==> src/rtl/nibble_serial_adder_ctrl_pkg.sv <==
// Shared definitions for the nibble-serial adder sequencer.
//   state_t : sequencer state encoding (2'd3 is unused and recovers to S_IDLE)
//   NIBBLE  : slice width handled by the shared adder per clock
package nibble_serial_adder_ctrl_pkg;

  typedef enum logic [1:0] {
    S_IDLE = 2'd0,
    S_RUN  = 2'd1,
    S_DONE = 2'd2
  } state_t;

  localparam int unsigned NIBBLE = 4;

endpackage

==> src/rtl/nibble_serial_adder_ctrl_if.sv <==
// Request/result bundle between the lab top level and the adder sequencer.
//   master : drives start/a/b/cin, observes busy/done/sum/cout
//   slave  : the sequencer side
interface nibble_serial_adder_ctrl_if #(
  parameter int unsigned WIDTH = 16
);
  logic             start;
  logic [WIDTH-1:0] a;
  logic [WIDTH-1:0] b;
  logic             cin;
  logic             busy;
  logic             done;
  logic [WIDTH-1:0] sum;
  logic             cout;

  modport master (output start, a, b, cin, input busy, done, sum, cout);
  modport slave  (input start, a, b, cin, output busy, done, sum, cout);
endinterface

==> src/rtl/nibble_serial_adder_ctrl_fa4.sv <==
// FullAdder_4bits_in_nor: combinational 4-bit ripple adder built only from
// NOR gates.
//   i_a, i_b : nibble operands
//   i_cin    : carry in
//   o_sum    : nibble sum
//   o_cout   : carry out of bit 3
module FullAdder_4bits_in_nor
  import nibble_serial_adder_ctrl_pkg::*;
(
  input  logic [NIBBLE-1:0] i_a,
  input  logic [NIBBLE-1:0] i_b,
  input  logic              i_cin,
  output logic [NIBBLE-1:0] o_sum,
  output logic              o_cout
);
  logic [NIBBLE:0] w_c;

  assign w_c[0] = i_cin;

  for (genvar i = 0; i < NIBBLE; i++) begin : g_bit
    logic w_nab, w_p, w_q, w_xn, w_m, w_r, w_s, w_nbc, w_nac;
    // xnor(a,b) from four NORs
    assign w_nab = ~(i_a[i] | i_b[i]);
    assign w_p   = ~(i_a[i] | w_nab);
    assign w_q   = ~(i_b[i] | w_nab);
    assign w_xn  = ~(w_p | w_q);
    // xnor(xnor(a,b), c) == a ^ b ^ c
    assign w_m   = ~(w_xn | w_c[i]);
    assign w_r   = ~(w_xn | w_m);
    assign w_s   = ~(w_c[i] | w_m);
    assign o_sum[i] = ~(w_r | w_s);
    // majority(a,b,c) = NOR of the three pairwise NORs
    assign w_nbc = ~(i_b[i] | w_c[i]);
    assign w_nac = ~(i_a[i] | w_c[i]);
    assign w_c[i+1] = ~(w_nab | w_nbc | w_nac);
  end

  assign o_cout = w_c[NIBBLE];
endmodule

==> src/rtl/nibble_serial_adder_ctrl.sv <==
// nibble_serial_adder_ctrl: adds two WIDTH-bit operands through one shared
// 4-bit NOR ripple adder, one nibble per clock, LSB nibble first.
//   clk, rst_n : rising-edge clock, asynchronous active-low reset
//   bus.start  : request, accepted only in IDLE/DONE (busy low)
//   bus.a/b/cin: operands, captured on the accepted-start edge
//   bus.busy   : high while nibbles are being added
//   bus.done   : one-cycle pulse, sum/cout valid
//   bus.sum    : result modulo 2^WIDTH, held until the next accepted start
//   bus.cout   : carry out of bit WIDTH-1, held like sum
module nibble_serial_adder_ctrl
  import nibble_serial_adder_ctrl_pkg::*;
#(
  parameter int unsigned WIDTH = 16
) (
  input logic                       clk,
  input logic                       rst_n,
  nibble_serial_adder_ctrl_if.slave bus
);
  localparam int unsigned NIB   = WIDTH / NIBBLE;
  localparam int unsigned CNT_W = $clog2(NIB);

  state_t                  r_state, w_state_nxt;
  logic [WIDTH-1:0]        r_a_sh, r_b_sh;
  // Only the upper WIDTH-4 bits of the sum shift register are ever read back;
  // the newest nibble comes straight from the adder.
  logic [WIDTH-NIBBLE-1:0] r_sum_sh;
  logic [WIDTH-1:0]        r_sum;
  logic                    r_carry, r_cout, r_busy, r_done;
  logic [CNT_W-1:0]        r_cnt;

  logic                    w_accept, w_last, w_busy_nxt, w_done_nxt;
  logic [NIBBLE-1:0]       w_add_sum;
  logic                    w_add_cout;
  logic [WIDTH-1:0]        w_sum_shifted;

  FullAdder_4bits_in_nor u_fa4 (
    .i_a    (r_a_sh[NIBBLE-1:0]),
    .i_b    (r_b_sh[NIBBLE-1:0]),
    .i_cin  (r_carry),
    .o_sum  (w_add_sum),
    .o_cout (w_add_cout)
  );

  assign w_accept      = bus.start && ((r_state == S_IDLE) || (r_state == S_DONE));
  assign w_last        = (r_state == S_RUN) && (r_cnt == CNT_W'(NIB - 1));
  assign w_sum_shifted = {w_add_sum, r_sum_sh};

  always_ff @(posedge clk or negedge rst_n) begin
    if (!rst_n) r_state <= S_IDLE;
    else        r_state <= w_state_nxt;
  end

  always_comb begin
    w_state_nxt = S_IDLE;
    case (r_state)
      S_IDLE:  w_state_nxt = bus.start ? S_RUN : S_IDLE;
      S_RUN:   w_state_nxt = w_last ? S_DONE : S_RUN;
      S_DONE:  w_state_nxt = bus.start ? S_RUN : S_IDLE;
      default: w_state_nxt = S_IDLE;
    endcase
  end

  // busy/done are registered copies of the next state, so they can never
  // overlap and done lasts exactly the one DONE cycle.
  always_comb begin
    w_busy_nxt = 1'b0;
    w_done_nxt = 1'b0;
    case (w_state_nxt)
      S_RUN:   w_busy_nxt = 1'b1;
      S_DONE:  w_done_nxt = 1'b1;
      default: ;
    endcase
  end

  always_ff @(posedge clk or negedge rst_n) begin
    if (!rst_n) begin
      r_busy   <= 1'b0;
      r_done   <= 1'b0;
      r_a_sh   <= '0;
      r_b_sh   <= '0;
      r_sum_sh <= '0;
      r_sum    <= '0;
      r_cout   <= 1'b0;
      r_carry  <= 1'b0;
      r_cnt    <= '0;
    end else begin
      r_busy <= w_busy_nxt;
      r_done <= w_done_nxt;
      if (w_accept) begin
        r_a_sh  <= bus.a;
        r_b_sh  <= bus.b;
        r_carry <= bus.cin;
        r_cnt   <= '0;
      end else if (r_state == S_RUN) begin
        r_a_sh   <= r_a_sh >> NIBBLE;
        r_b_sh   <= r_b_sh >> NIBBLE;
        r_sum_sh <= w_sum_shifted[WIDTH-1:NIBBLE];
        r_carry  <= w_add_cout;
        if (w_last) begin
          r_sum  <= w_sum_shifted;
          r_cout <= w_add_cout;
          r_cnt  <= '0;
        end else begin
          r_cnt <= r_cnt + CNT_W'(1);
        end
      end
    end
  end

  assign bus.busy = r_busy;
  assign bus.done = r_done;
  assign bus.sum  = r_sum;
  assign bus.cout = r_cout;
endmodule
==> src/flat_wrapper.sv <==
// flat-port wrapper written by rule: the top's interface ports become plain ports
module nibble_serial_adder_ctrl_flat import nibble_serial_adder_ctrl_pkg::*;
#(
  parameter int unsigned WIDTH = 16
)
  (clk, rst_n, bus_start, bus_a, bus_b, bus_cin, bus_busy, bus_done, bus_sum, bus_cout);
  nibble_serial_adder_ctrl_if #(.WIDTH(WIDTH)) bus_i ();
  input logic clk;
  input logic rst_n;
  input wire logic [$bits(bus_i.start)-1:0] bus_start;
  input wire logic [$bits(bus_i.a)-1:0] bus_a;
  input wire logic [$bits(bus_i.b)-1:0] bus_b;
  input wire logic [$bits(bus_i.cin)-1:0] bus_cin;
  output wire logic [$bits(bus_i.busy)-1:0] bus_busy;
  output wire logic [$bits(bus_i.done)-1:0] bus_done;
  output wire logic [$bits(bus_i.sum)-1:0] bus_sum;
  output wire logic [$bits(bus_i.cout)-1:0] bus_cout;
  assign bus_i.start = bus_start;
  assign bus_i.a = bus_a;
  assign bus_i.b = bus_b;
  assign bus_i.cin = bus_cin;
  assign bus_busy = bus_i.busy;
  assign bus_done = bus_i.done;
  assign bus_sum = bus_i.sum;
  assign bus_cout = bus_i.cout;
  nibble_serial_adder_ctrl #(.WIDTH(WIDTH)) u_core (.clk(clk), .rst_n(rst_n), .bus(bus_i));
endmodule
==> config.mk <==
export PLATFORM = sky130hd
export DESIGN_NAME = nibble_serial_adder_ctrl_flat
export DESIGN_NICKNAME = d
export VERILOG_FILES = /design/src/rtl/nibble_serial_adder_ctrl_pkg.sv /design/src/rtl/nibble_serial_adder_ctrl_if.sv /design/src/rtl/nibble_serial_adder_ctrl_fa4.sv /design/src/rtl/nibble_serial_adder_ctrl.sv /design/src/flat_wrapper.sv
export SDC_FILE = /design/constraint.sdc
export NUM_CORES = 1
export LEC_CHECK = 0
export ABC_CLOCK_PERIOD_IN_PS = 3200
export BUFFER_PORTS_ARGS = -buffer_cell sky130_fd_sc_hd__buf_2
export CAP_MARGIN = 20
export CORE_MARGIN = 2
export CORE_UTILIZATION = 45
export DETAILED_ROUTE_END_ITERATION = 10
export PLACE_DENSITY = 0.73
export SLEW_MARGIN = 20
export SYNTH_ARGS = -nofsm -noshare
export SYNTH_HDL_FRONTEND = slang
export SYNTH_HIERARCHICAL = 1
export SYNTH_SLANG_ARGS = --single-unit
==> constraint.sdc <==
create_clock -name clk -period 3.2 [get_ports clk]
set_clock_uncertainty 0.2 [all_clocks]
set_input_delay 0.48 -clock clk [delete_from_list [all_inputs] [get_ports clk]]
set_output_delay 0.48 -clock clk [all_outputs]
set_load 0.01 [all_outputs]
==> run summary, run 1 <==
### Status
- run status: finished, final reports clean

### Die
- DIE WIDTH: 88.9 um
- die span in y: 88.9 um
- Die Outline Area: 0.00791 sq mm
- area of the core: 0.00691 sq mm
- num ports: 55
- row count: 30
- Starting Density: 47.0%

### Pwr
- leakage power total: 1.88 nW
- combinational group share of total power: 36.9%
- power density cells: 973 mW/mm^2
- switching share of power: 33.5%
- cell-internal power: 2.48 mW
- clock share of power: 20.3%
- switching power: 1.25 mW
- total power consumption of the routed design: 3.73 mW
- sequential cell fraction of total power: 42.8%
- worst supply voltage drop on vdd: 413 uV

### STA
- remaining max-slew budget at the tightest pin: 52.0%
- number of endpoints failing setup at the final stage: 0
- achievable clock frequency: 0.371 GHz
- final hold violations: 0
- unrepaired setup endpoints after global routing: no
- minimum period implied by the final worst setup slack: 2700 ps
- hold slack: 215 ps
- Final Max Slew Viols: 0
- post-route fraction of the period consumed by the critical path: 84.3%
- slew of the pin with the lowest slew margin: 719 ps
- setup TNS: 0 ps

### Global route
- antenna violations before repair: 0
- aggregate global routing overflow: 0
- pin count of the biggest net entering global routing: 40
- first-pass GRT wire length: 9760 um
- via count of the first global-routing pass: 1972
- all-layer global routing usage: 16.6%

### CTS
- # H-tree levels: 3
- CTS tree: built
- later-pin clock latency in the skew report: 350 ps
- count of clock tree sinks: 68
- Max clock buf depth: 2
- register clock-pin slew on the reported worst setup and hold paths: 70 ps
- number of buffers inserted during clock tree synthesis: 9
- CTS Root Cell: sky130_fd_sc_hd__clkbuf_8
- Setup Buffers After CTS: 0

### Routing
- Total Routed Length: 5800 um
- DRT Pass-1 Iters: 4
- detailed-route wire length per cell: 15.2 um
- via count of the routed design: 1949
- first-iteration detailed-routing DRC count: 61
- Post-route DRC: 0
- DR vias/cell: 5.10
- post-route ant nets: 0

### Final layout
- count of placed standard cells in the final layout, fillers left out: 382
- count of inserted antenna diode cells: 0
- signed area change from the synthesized netlist to the final layout: 18.0%
- fraction of layout instances using a drive strength above 1: 37.4%
- Nets: 322
- final design instance area without fill: 0.00383 sq mm

### Worst setup path
- critical path startpoint category: flip-flop
- startpoint-to-endpoint class of the critical path: flip-flop to flip-flop
- Critical Path AT: 2730 ps
- worst-path maximum fanout: 3
- required arrival time at the worst endpoint: 3240 ps
- category of the worst setup path capture point: flip-flop

### Placed design
- total half-perimeter wirelength after legalization and detailed placement: 4020 um
- RePlAce Congestion: 0.767
- number of placed instances, taps included: 365
- # port buffers: 54
- cell area after placement: 0.00361 sq mm

### Yosys
- Net Count, Synth: 264
- Syn Area/Cell: 14.6 sq um
- sequential area share after synthesis: 52.4%
- Cell variety after synth: 18
- register bit total from synthesis: 68
- cell count after synthesis: 223
- count of warnings emitted by yosys: 6
- Mapped Area: 0.00325 sq mm

### Min path
- worst hold path type: input port to flip-flop

### Flow run
- Max-cap violations: 0

==> per-stage QoR <==
stage / worst slack (ps) / util, %
detailed placement: 510 / 52.2
finish: 504 / 55.5
floorplan: 602 / -
CTS: 496 / 55.5
global placement: 535 / 52.2
global route: 428 / 55.5
==> logic make-up (layout without fill, tap and decap cells) <==
family | Yosys count | count (layout) | synth area share (%)
flops | 68 | 68 | 52.4
mux | 113 | 113 | 36.9
fa+ha+maj | 5 | 5 | 2.85
simple gates | 6 | 6 | 1.12
buf+inv | 18 | 81 | 3.31
compound gates | 13 | 13 | 3.43
==> worst max-delay path: stages, from the launching register on <==
cell                      delay [ps]
sky130_fd_sc_hd__dfrtp_1         410
sky130_fd_sc_hd__fa_1            460
sky130_fd_sc_hd__fa_1            410
sky130_fd_sc_hd__fa_1            390
sky130_fd_sc_hd__fa_1            450
sky130_fd_sc_hd__mux2_2          280
==> Yosys cell counts, drive strengths merged <==
| cell type | count | area share (%) |
|---|---|---|
| a21boi | 1 | 0.23 |
| buf | 15 | 3.0 |
| ha | 1 | 0.39 |
| dfrtp | 68 | 52 |
| inv | 3 | 0.35 |
| o2bb2ai | 11 | 3.0 |
| and2 | 1 | 0.19 |
| nand2b | 2 | 0.39 |
| nor2 | 1 | 0.12 |
| fa | 4 | 2.5 |
| mux2 | 29 | 11 |
| or3 | 1 | 0.19 |
| nand3b | 1 | 0.23 |
| mux2i | 84 | 26 |
| a22oi | 1 | 0.23 |
==> registers in the layout (all words and copies together), names as in the netlist <==
signal / flops
u_core/r_b_sh: 16
u_core/bus.done: 1
u_core/r_cnt: 2
u_core/r_sum_sh: 12
u_core/bus.busy: 1
u_core/r_carry: 1
u_core/bus.cout: 1
u_core/r_state: 2
u_core/r_a_sh: 16
u_core/bus.sum: 16
==> final cells by class <==
| cell class | instances | area, sq um |
|---|---|---|
| well taps | 96 | 120 |
| repair buffers | 62 | 345 |
| fillers | 623 | 3070 |
| clock buffers | 9 | 124 |
| clock inverters | 7 | 91.3 |
| flip-flops and latches | 68 | 1700 |
| inverters | 3 | 11.3 |
| multi-input cells | 137 | 1440 |
==> worst paths after layout <==
| kind | from | to | slack [ps] | cells after the start |
|---|---|---|---|---|
| hold reg to reg | u_core/bus.sum[3]$_DFFE_PN0P_ | u_core/bus.sum[3]$_DFFE_PN0P_ | 300 | 1 |
| setup reg to reg | u_core/r_a_sh[0]$_DFFE_PN0P_ | u_core/bus.sum[15]$_DFFE_PN0P_ | 500 | 5 |
| setup / recovery | u_core/r_a_sh[0]$_DFFE_PN0P_ | u_core/bus.sum[15]$_DFFE_PN0P_ | 500 | 5 |
| max in group asynchronous | rst_n | u_core/r_state[0]$_DFF_PN0_ | 1620 | 3 |
| hold / removal | bus_b[2] | u_core/r_b_sh[2]$_DFFE_PN0P_ | 220 | 3 |
| min in group asynchronous | rst_n | u_core/bus.sum[4]$_DFFE_PN0P_ | 530 | 2 |
==> power by group through the flow <==
stage,Clock [mW],Combinational [mW],Sequential (mW)
after floorplan,0,1.07,1.54
after global placement,0,1.34,1.60
after detailed placement,0,1.39,1.62
after CTS,0.780,1.39,1.60
after global routing,0.826,1.52,1.66
final,0.758,1.37,1.60
==> per-layer routing <==
layer  GRT usage [%]  routed length (um)  vias up
met3            6.28                 341        8
met1            21.5                2670      963
li1                -                   -      929
met4            6.11                  89        0
met2            25.4                2700       49
met5               0                   0        -
==> cells in the final DEF, fill, tap and decap left out, drive strengths merged <==
cell type,synthesis,layout
nand3b,1,1
buf,15,61
a21boi,1,1
fa,4,4
and2,1,1
mux2,29,29
mux2i,84,84
or3,1,1
nor2,1,1
o2bb2ai,11,11
clkbuf,0,9
clkinv,0,4
clkinvlp,0,1
a22oi,1,1
dfrtp,68,68
nand2b,2,2
dlygate4sd3,0,1
bufinv,0,2
ha,1,1
inv,3,3
==> timing repair <==
item,4_1_cts,5_1_grt
hold buffers,1,0
resized for setup,0,0
endpoints found under the hold margin,15,0
No activity file was read; power rests on OpenSTA's default activity.
==> run 2: changes to the inputs <==
--- a/config.mk
+++ b/config.mk
@@ -5,7 +5,7 @@
 export SDC_FILE = /design/constraint.sdc
 export NUM_CORES = 1
 export LEC_CHECK = 0
-export ABC_CLOCK_PERIOD_IN_PS = 3200
+export ABC_CLOCK_PERIOD_IN_PS = 2500
 export BUFFER_PORTS_ARGS = -buffer_cell sky130_fd_sc_hd__buf_2
 export CAP_MARGIN = 20
 export CORE_MARGIN = 2
==> constraint.sdc (replaced) <==
create_clock -name clk -period 2.5 [get_ports clk]
set_clock_uncertainty 0.2 [all_clocks]
set_input_delay 0.375 -clock clk [delete_from_list [all_inputs] [get_ports clk]]
set_output_delay 0.375 -clock clk [all_outputs]
set_load 0.01 [all_outputs]
==> run 2 against run 1 <==
- the flow now finishes with violations (setup timing)
- register-to-register slack worse by 530 ps
- non-clock buffer count increased by 4
- routed wire length is 0.40% lower
- critical endpoint is now u_core/r_sum_sh[11]$_DFFE_PN0P_
- largest power group unchanged
==> run summary, run 2 (synthesis gave the netlist of run 1 again) <==
### Status
- run status: finished with violations
- violated checks: setup timing

### Min path
- worst hold path type: input port to flip-flop
- hold path startpoint: bus_a[10]

### Worst setup path
- required arrival time at the worst endpoint: 2520 ps
- worst reg2reg path depth: 5
- CP delay by family, top: adder cells
- CP dominant cell by count: sky130_fd_sc_hd__fa_2
- worst-path maximum fanout: 2
- Critical Path Start: u_core/r_a_sh[0]$_DFFE_PN0P_
- critical path depth: 5
- Critical Path, Cell by Cell: fa_2 -> fa_2 -> fa_2 -> fa_2 -> mux2_2
- endpoint of the worst setup timing path: u_core/r_sum_sh[11]$_DFFE_PN0P_
- startpoint-to-endpoint class of the critical path: flip-flop to flip-flop
- CP max stage delay: 420 ps
- Critical Path AT: 2540 ps
- count of buffer and inverter cells on the critical path: 0
- critical path startpoint category: flip-flop
- cell with the biggest individual delay on the critical path: sky130_fd_sc_hd__fa_2
- end of the worst register-to-register path: u_core/r_sum_sh[11]$_DFFE_PN0P_
- Crit Reg-Reg Startpoint: u_core/r_a_sh[0]$_DFFE_PN0P_
- category of the worst setup path capture point: flip-flop
- Register-to-Register Setup Slack: -20 ps

### Global route
- via count of the first global-routing pass: 2039
- first-pass GRT wire length: 9540 um
- aggregate global routing overflow: 0
- all-layer global routing usage: 16.1%
- antenna violations before repair: 0
- pin count of the biggest net entering global routing: 47

### Placed design
- pre-CTS worst setup slack: -58.8 ps
- total half-perimeter wirelength after legalization and detailed placement: 4030 um
- # port buffers: 54
- number of placed instances, taps included: 368
- RePlAce Congestion: 0.760

### CTS
- count of clock tree sinks: 68
- # H-tree levels: 3
- later-pin clock latency in the skew report: 330 ps
- Max clock buf depth: 2
- CTS tree: built
- number of buffers inserted during clock tree synthesis: 9
- CTS Root Cell: sky130_fd_sc_hd__clkbuf_8
- register clock-pin slew on the reported worst setup and hold paths: 70 ps

### Final layout
- count of inserted antenna diode cells: 0
- signed area change from the synthesized netlist to the final layout: 18.8%
- count of placed standard cells in the final layout, fillers left out: 386
- highest-count cells in the layout ignoring fill and taps: 84 x sky130_fd_sc_hd__mux2i_1, 67 x sky130_fd_sc_hd__dfrtp_1, 54 x sky130_fd_sc_hd__buf_2
- fraction of layout instances using a drive strength above 1: 39.7%
- Nets: 326
- most common library cell in the layout ignoring fill and taps: sky130_fd_sc_hd__mux2i_1

### STA
- Final Max Slew Viols: 0
- unrepaired setup endpoints after global routing: yes
- achievable clock frequency: 0.396 GHz
- hold slack: 119 ps
- post-route fraction of the period consumed by the critical path: 101%
- minimum period implied by the final worst setup slack: 2520 ps
- slew of the pin with the lowest slew margin: 669 ps
- worst path setup slack after routing: -23.4 ps
- final hold violations: 0
- number of endpoints failing setup at the final stage: 2
- remaining max-slew budget at the tightest pin: 55.4%

### Die
- DIE WIDTH: 88.9 um
- die span in y: 88.9 um
- row count: 30
- num ports: 55
- area of the core: 0.00691 sq mm
- Die Outline Area: 0.00791 sq mm
- Starting Density: 47.0%

### Pwr
- leakage power total: 1.88 nW
- total power consumption of the routed design: 4.69 mW
- worst supply voltage drop on vdd: 529 uV
- power density cells: 1220 mW/mm^2

### Flow run
- Max-cap violations: 0

### Routing
- detailed-route wire length per cell: 15.0 um
- DRT Pass-1 Iters: 3
- DR vias/cell: 5.05
- via count of the routed design: 1951
- first-iteration detailed-routing DRC count: 94
- Post-route DRC: 0
- post-route ant nets: 0
- Total Routed Length: 5780 um

==> run 2: worst register-to-register path, delay by kind of cell (launching register included) <==
kind / cells / cell delay, ps
adders and majority gates: 4 / 1530
DFF: 1 / 410
muxes: 1 / 270
==> run 2: per-layer routing <==
| metal | wire length (um) | vias to the layer above | part of all wire (%) | global-route usage, % |
|---|---|---|---|---|
| met3 | 297 | 2 | 5.1 | 6.00 |
| met1 | 2620 | 963 | 45 | 19.5 |
| met2 | 2830 | 50 | 49 | 26.9 |
| met4 | 37 | 0 | 0.64 | 4.88 |
| met5 | 0 | - | 0 | 0 |
| li1 | - | 936 | - | - |
==> run 2: repair_timing <==
action                                 in CTS  in global routing
resized for setup                           0                  1
pin swaps                                   1                  1
cloned                                      0                  0
hold buffers                                1                  0
setup endpoints to repair                   2                  4
setup buffers                               0                  1
endpoints found under the hold margin      22                  0
==> run 2: worst min path at each step <==
stage | to | depth (start not counted)
final | u_core/r_a_sh[10]$_DFFE_PN0P_ | 3
after global placement | u_core/bus.sum[0]$_DFFE_PN0P_ | 1
after global routing | u_core/r_b_sh[10]$_DFFE_PN0P_ | 3
after detailed placement | u_core/bus.sum[0]$_DFFE_PN0P_ | 1
after CTS | u_core/r_a_sh[10]$_DFFE_PN0P_ | 3
after floorplan | u_core/bus.busy$_DFF_PN0_ | 0
==> run 2: where the power goes <==
part | internal, mW | leakage [nW] | total (mW) | switching [mW]
Clock | 0.413 | 0.0876 | 0.816 | 0.403
Combinational | 1.06 | 0.948 | 1.89 | 0.829
Sequential | 1.62 | 0.840 | 1.99 | 0.371
Total | 3.09 | 1.88 | 4.69 | 1.60
==> run 2: stage by stage <==
stage | cell area, sq um | TNS (ps) | utilization [%]
2_1_floorplan | 3250 | 0 | -
3_3_place_gp | 3650 | -5.43 | 52.8
3_5_place_dp | 3650 | -106 | 52.8
4_1_cts | 3850 | -120 | 55.7
5_1_grt | 3860 | -125 | 55.9
6_report | 3860 | -36.3 | 55.9
==> run 2: layout make-up <==
class | count | area [sq um]
Fill cell | 622 | 3050
Sequential cell | 68 | 1700
Multi-Input combinational cell | 137 | 1450
Timing Repair Buffer | 66 | 388
Clock buffer | 11 | 151
Tap cell | 96 | 120
Clock inverter | 5 | 36.3
Inverter | 3 | 11.3
==> run 3: changes to the inputs <==
--- a/config.mk
+++ b/config.mk
@@ -11,6 +11,7 @@
 export CORE_MARGIN = 2
 export CORE_UTILIZATION = 45
 export DETAILED_ROUTE_END_ITERATION = 10
+export GPL_TIMING_DRIVEN = 0
 export PLACE_DENSITY = 0.73
 export SLEW_MARGIN = 20
 export SYNTH_ARGS = -nofsm -noshare
==> run 3 against run 2 <==
- the run still ends with setup timing left
- via count increased by 3.9%
- clock-buffer cell count decreased by 1
- die area unchanged
- register-to-register slack about the same
- total power increased by 7.0%
- first-iteration DRC count increased by 20%
- combinational power increased by 3%
- sequential cell count unchanged
- utilization increased by 1.1 points
- routed wire length increased by 9.7%
- critical path depth unchanged
- cell count increased by 1.6%
- critical endpoint is now u_core/bus.sum[15]$_DFFE_PN0P_
==> run summary, run 3 (synthesis gave the netlist of run 1 again) <==
### Pwr
- worst supply voltage drop on vdd: 544 uV
- leakage power total: 1.92 nW
- power density cells: 1280 mW/mm^2

### Routing
- Total Routed Length: 6340 um
- first-iteration detailed-routing DRC count: 113
- detailed-route wire length per cell: 16.2 um
- DRT Pass-1 Iters: 4
- via count of the routed design: 2027
- Post-route DRC: 0
- post-route ant nets: 0
- DR vias/cell: 5.17

### CTS
- Max clock buf depth: 2
- count of clock tree sinks: 68
- # H-tree levels: 3
- register clock-pin slew on the reported worst setup and hold paths: 70 ps
- later-pin clock latency in the skew report: 350 ps
- CTS Root Cell: sky130_fd_sc_hd__clkbuf_8
- CTS tree: built
- number of buffers inserted during clock tree synthesis: 9

### Final layout
- count of inserted antenna diode cells: 0
- highest-count cells in the layout ignoring fill and taps: 84 x sky130_fd_sc_hd__mux2i_1, 68 x sky130_fd_sc_hd__dfrtp_1, 60 x sky130_fd_sc_hd__buf_2
- final standard cell utilization of the core: 57.0%
- signed area change from the synthesized netlist to the final layout: 21.2%
- most common library cell in the layout ignoring fill and taps: sky130_fd_sc_hd__mux2i_1
- Nets: 332
- fraction of layout instances using a drive strength above 1: 40.2%
- number of filler cells placed in the layout: 624

### Global route
- via count of the first global-routing pass: 2053
- pin count of the biggest net entering global routing: 36
- first-pass GRT wire length: 10400 um
- all-layer global routing usage: 17.7%
- antenna violations before repair: 0
- aggregate global routing overflow: 0

### STA
- Final Max Slew Viols: 0
- number of endpoints failing setup at the final stage: 2
- slew of the pin with the lowest slew margin: 464 ps
- unrepaired setup endpoints after global routing: yes
- setup TNS: -41.0 ps
- worst path setup slack after routing: -24.6 ps
- post-route fraction of the period consumed by the critical path: 101%
- achievable clock frequency: 0.396 GHz
- minimum period implied by the final worst setup slack: 2520 ps
- final hold violations: 0
- remaining max-slew budget at the tightest pin: 69.1%

### Worst setup path
- cell with the biggest individual delay on the critical path: sky130_fd_sc_hd__fa_2
- CP dominant cell by count: sky130_fd_sc_hd__fa_2
- count of buffer and inverter cells on the critical path: 0
- worst reg2reg path depth: 5
- critical path startpoint category: flip-flop
- critical path depth: 5
- CP delay by family, top: adder cells
- category of the worst setup path capture point: flip-flop
- required arrival time at the worst endpoint: 2540 ps
- CP max stage delay: 440 ps
- Critical Path AT: 2560 ps
- Critical Path, Cell by Cell: fa_2 -> fa_2 -> fa_2 -> fa_2 -> mux2_4
- startpoint-to-endpoint class of the critical path: flip-flop to flip-flop
- worst-path maximum fanout: 2

### Die
- row count: 30
- Starting Density: 47.0%
- Die Outline Area: 0.00791 sq mm
- die span in y: 88.9 um
- DIE WIDTH: 88.9 um
- area of the core: 0.00691 sq mm
- num ports: 55

### Status
- run status: finished with violations
- violated checks: setup timing

### Flow run
- Max-cap violations: 0

### Placed design
- total half-perimeter wirelength after legalization and detailed placement: 4510 um
- # port buffers: 53
- RePlAce Congestion: 0.738

### Min path
- cell depth of the worst min-delay path: 3
- worst hold path type: input port to flip-flop

==> run 3: cell count changes in the layout (fill, tap and decap cells not counted), sizes merged <==
cell	change
bufinv	+3
buf	+6
clkbuf	-1
clkinv	-2
==> run 3: what timing repair did <==
action | 4_1_cts | 5_1_grt
setup endpoints to repair | 4 | 3
gates cloned | 0 | 0
hold buffers | 1 | 0
buffers inserted | 1 | 1
endpoints found under the hold margin | 33 | 0
gates resized for setup | 1 | 1
==> run 3: per-layer routing <==
metal | global-route usage (%) | up-vias | part of all wire (%)
li1 | - | 945 | -
met1 | 22.3 | 1020 | 46
met2 | 29.1 | 55 | 48
met3 | 6.19 | 7 | 4.8
met4 | 5.29 | 0 | 1.3
met5 | 0 | - | 0
==> run 3: worst paths after layout <==
path | slack [ps] | from | endpoint
min | 120 | bus_a[3] | u_core/r_a_sh[3]$_DFFE_PN0P_
min in group asynchronous | 330 | rst_n | u_core/bus.sum[0]$_DFFE_PN0P_
max in group asynchronous | 1240 | rst_n | u_core/r_b_sh[14]$_DFFE_PN0P_
max reg2reg | -20 | u_core/r_a_sh[0]$_DFFE_PN0P_ | u_core/bus.sum[15]$_DFFE_PN0P_
max | -20 | u_core/r_a_sh[0]$_DFFE_PN0P_ | u_core/bus.sum[15]$_DFFE_PN0P_
min reg2reg | 300 | u_core/bus.sum[0]$_DFFE_PN0P_ | u_core/bus.sum[0]$_DFFE_PN0P_
==> run 3: area by class of cell <==
cell class / instances / area, sq um / area share, %
clock buffer: 10 / 128 / 3.24
clock inverter: 6 / 113 / 2.86
tap: 96 / 120 / 3.05
multi-input combinational: 137 / 1450 / 36.9
timing repair buffer: 57 / 313 / 7.95
inverter: 3 / 11.3 / 0.286
sequential: 68 / 1700 / 43.3
buffer: 15 / 96.3 / 2.45
==> run 3: through the flow <==
stage	hold WS [ps]	power, mW	instances	setup WS [ps]	cell area, sq um
CTS	107	5.07	391	-12.7	3920
detailed placement	161	3.95	373	-76.4	3660
finish	116	5.02	392	-24.6	3930
floorplan	-121	3.36	223	27.1	3250
global placement	283	3.82	372	-62.6	3640
global route	119	5.38	392	-59.8	3930
==> run 3: power breakdown <==
part / switching, mW / internal (mW)
clock: 0.424 / 0.662
combinational: 0.859 / 1.08
sequential: 0.375 / 1.62
total: 1.66 / 3.36
==> run 3: worst reg2reg max path, stage by stage (launching register included) <==
cell	delay [ps]
sky130_fd_sc_hd__dfrtp_1	410
sky130_fd_sc_hd__fa_2	400
sky130_fd_sc_hd__fa_2	350
sky130_fd_sc_hd__fa_2	340
sky130_fd_sc_hd__fa_2	440
sky130_fd_sc_hd__mux2_4	280
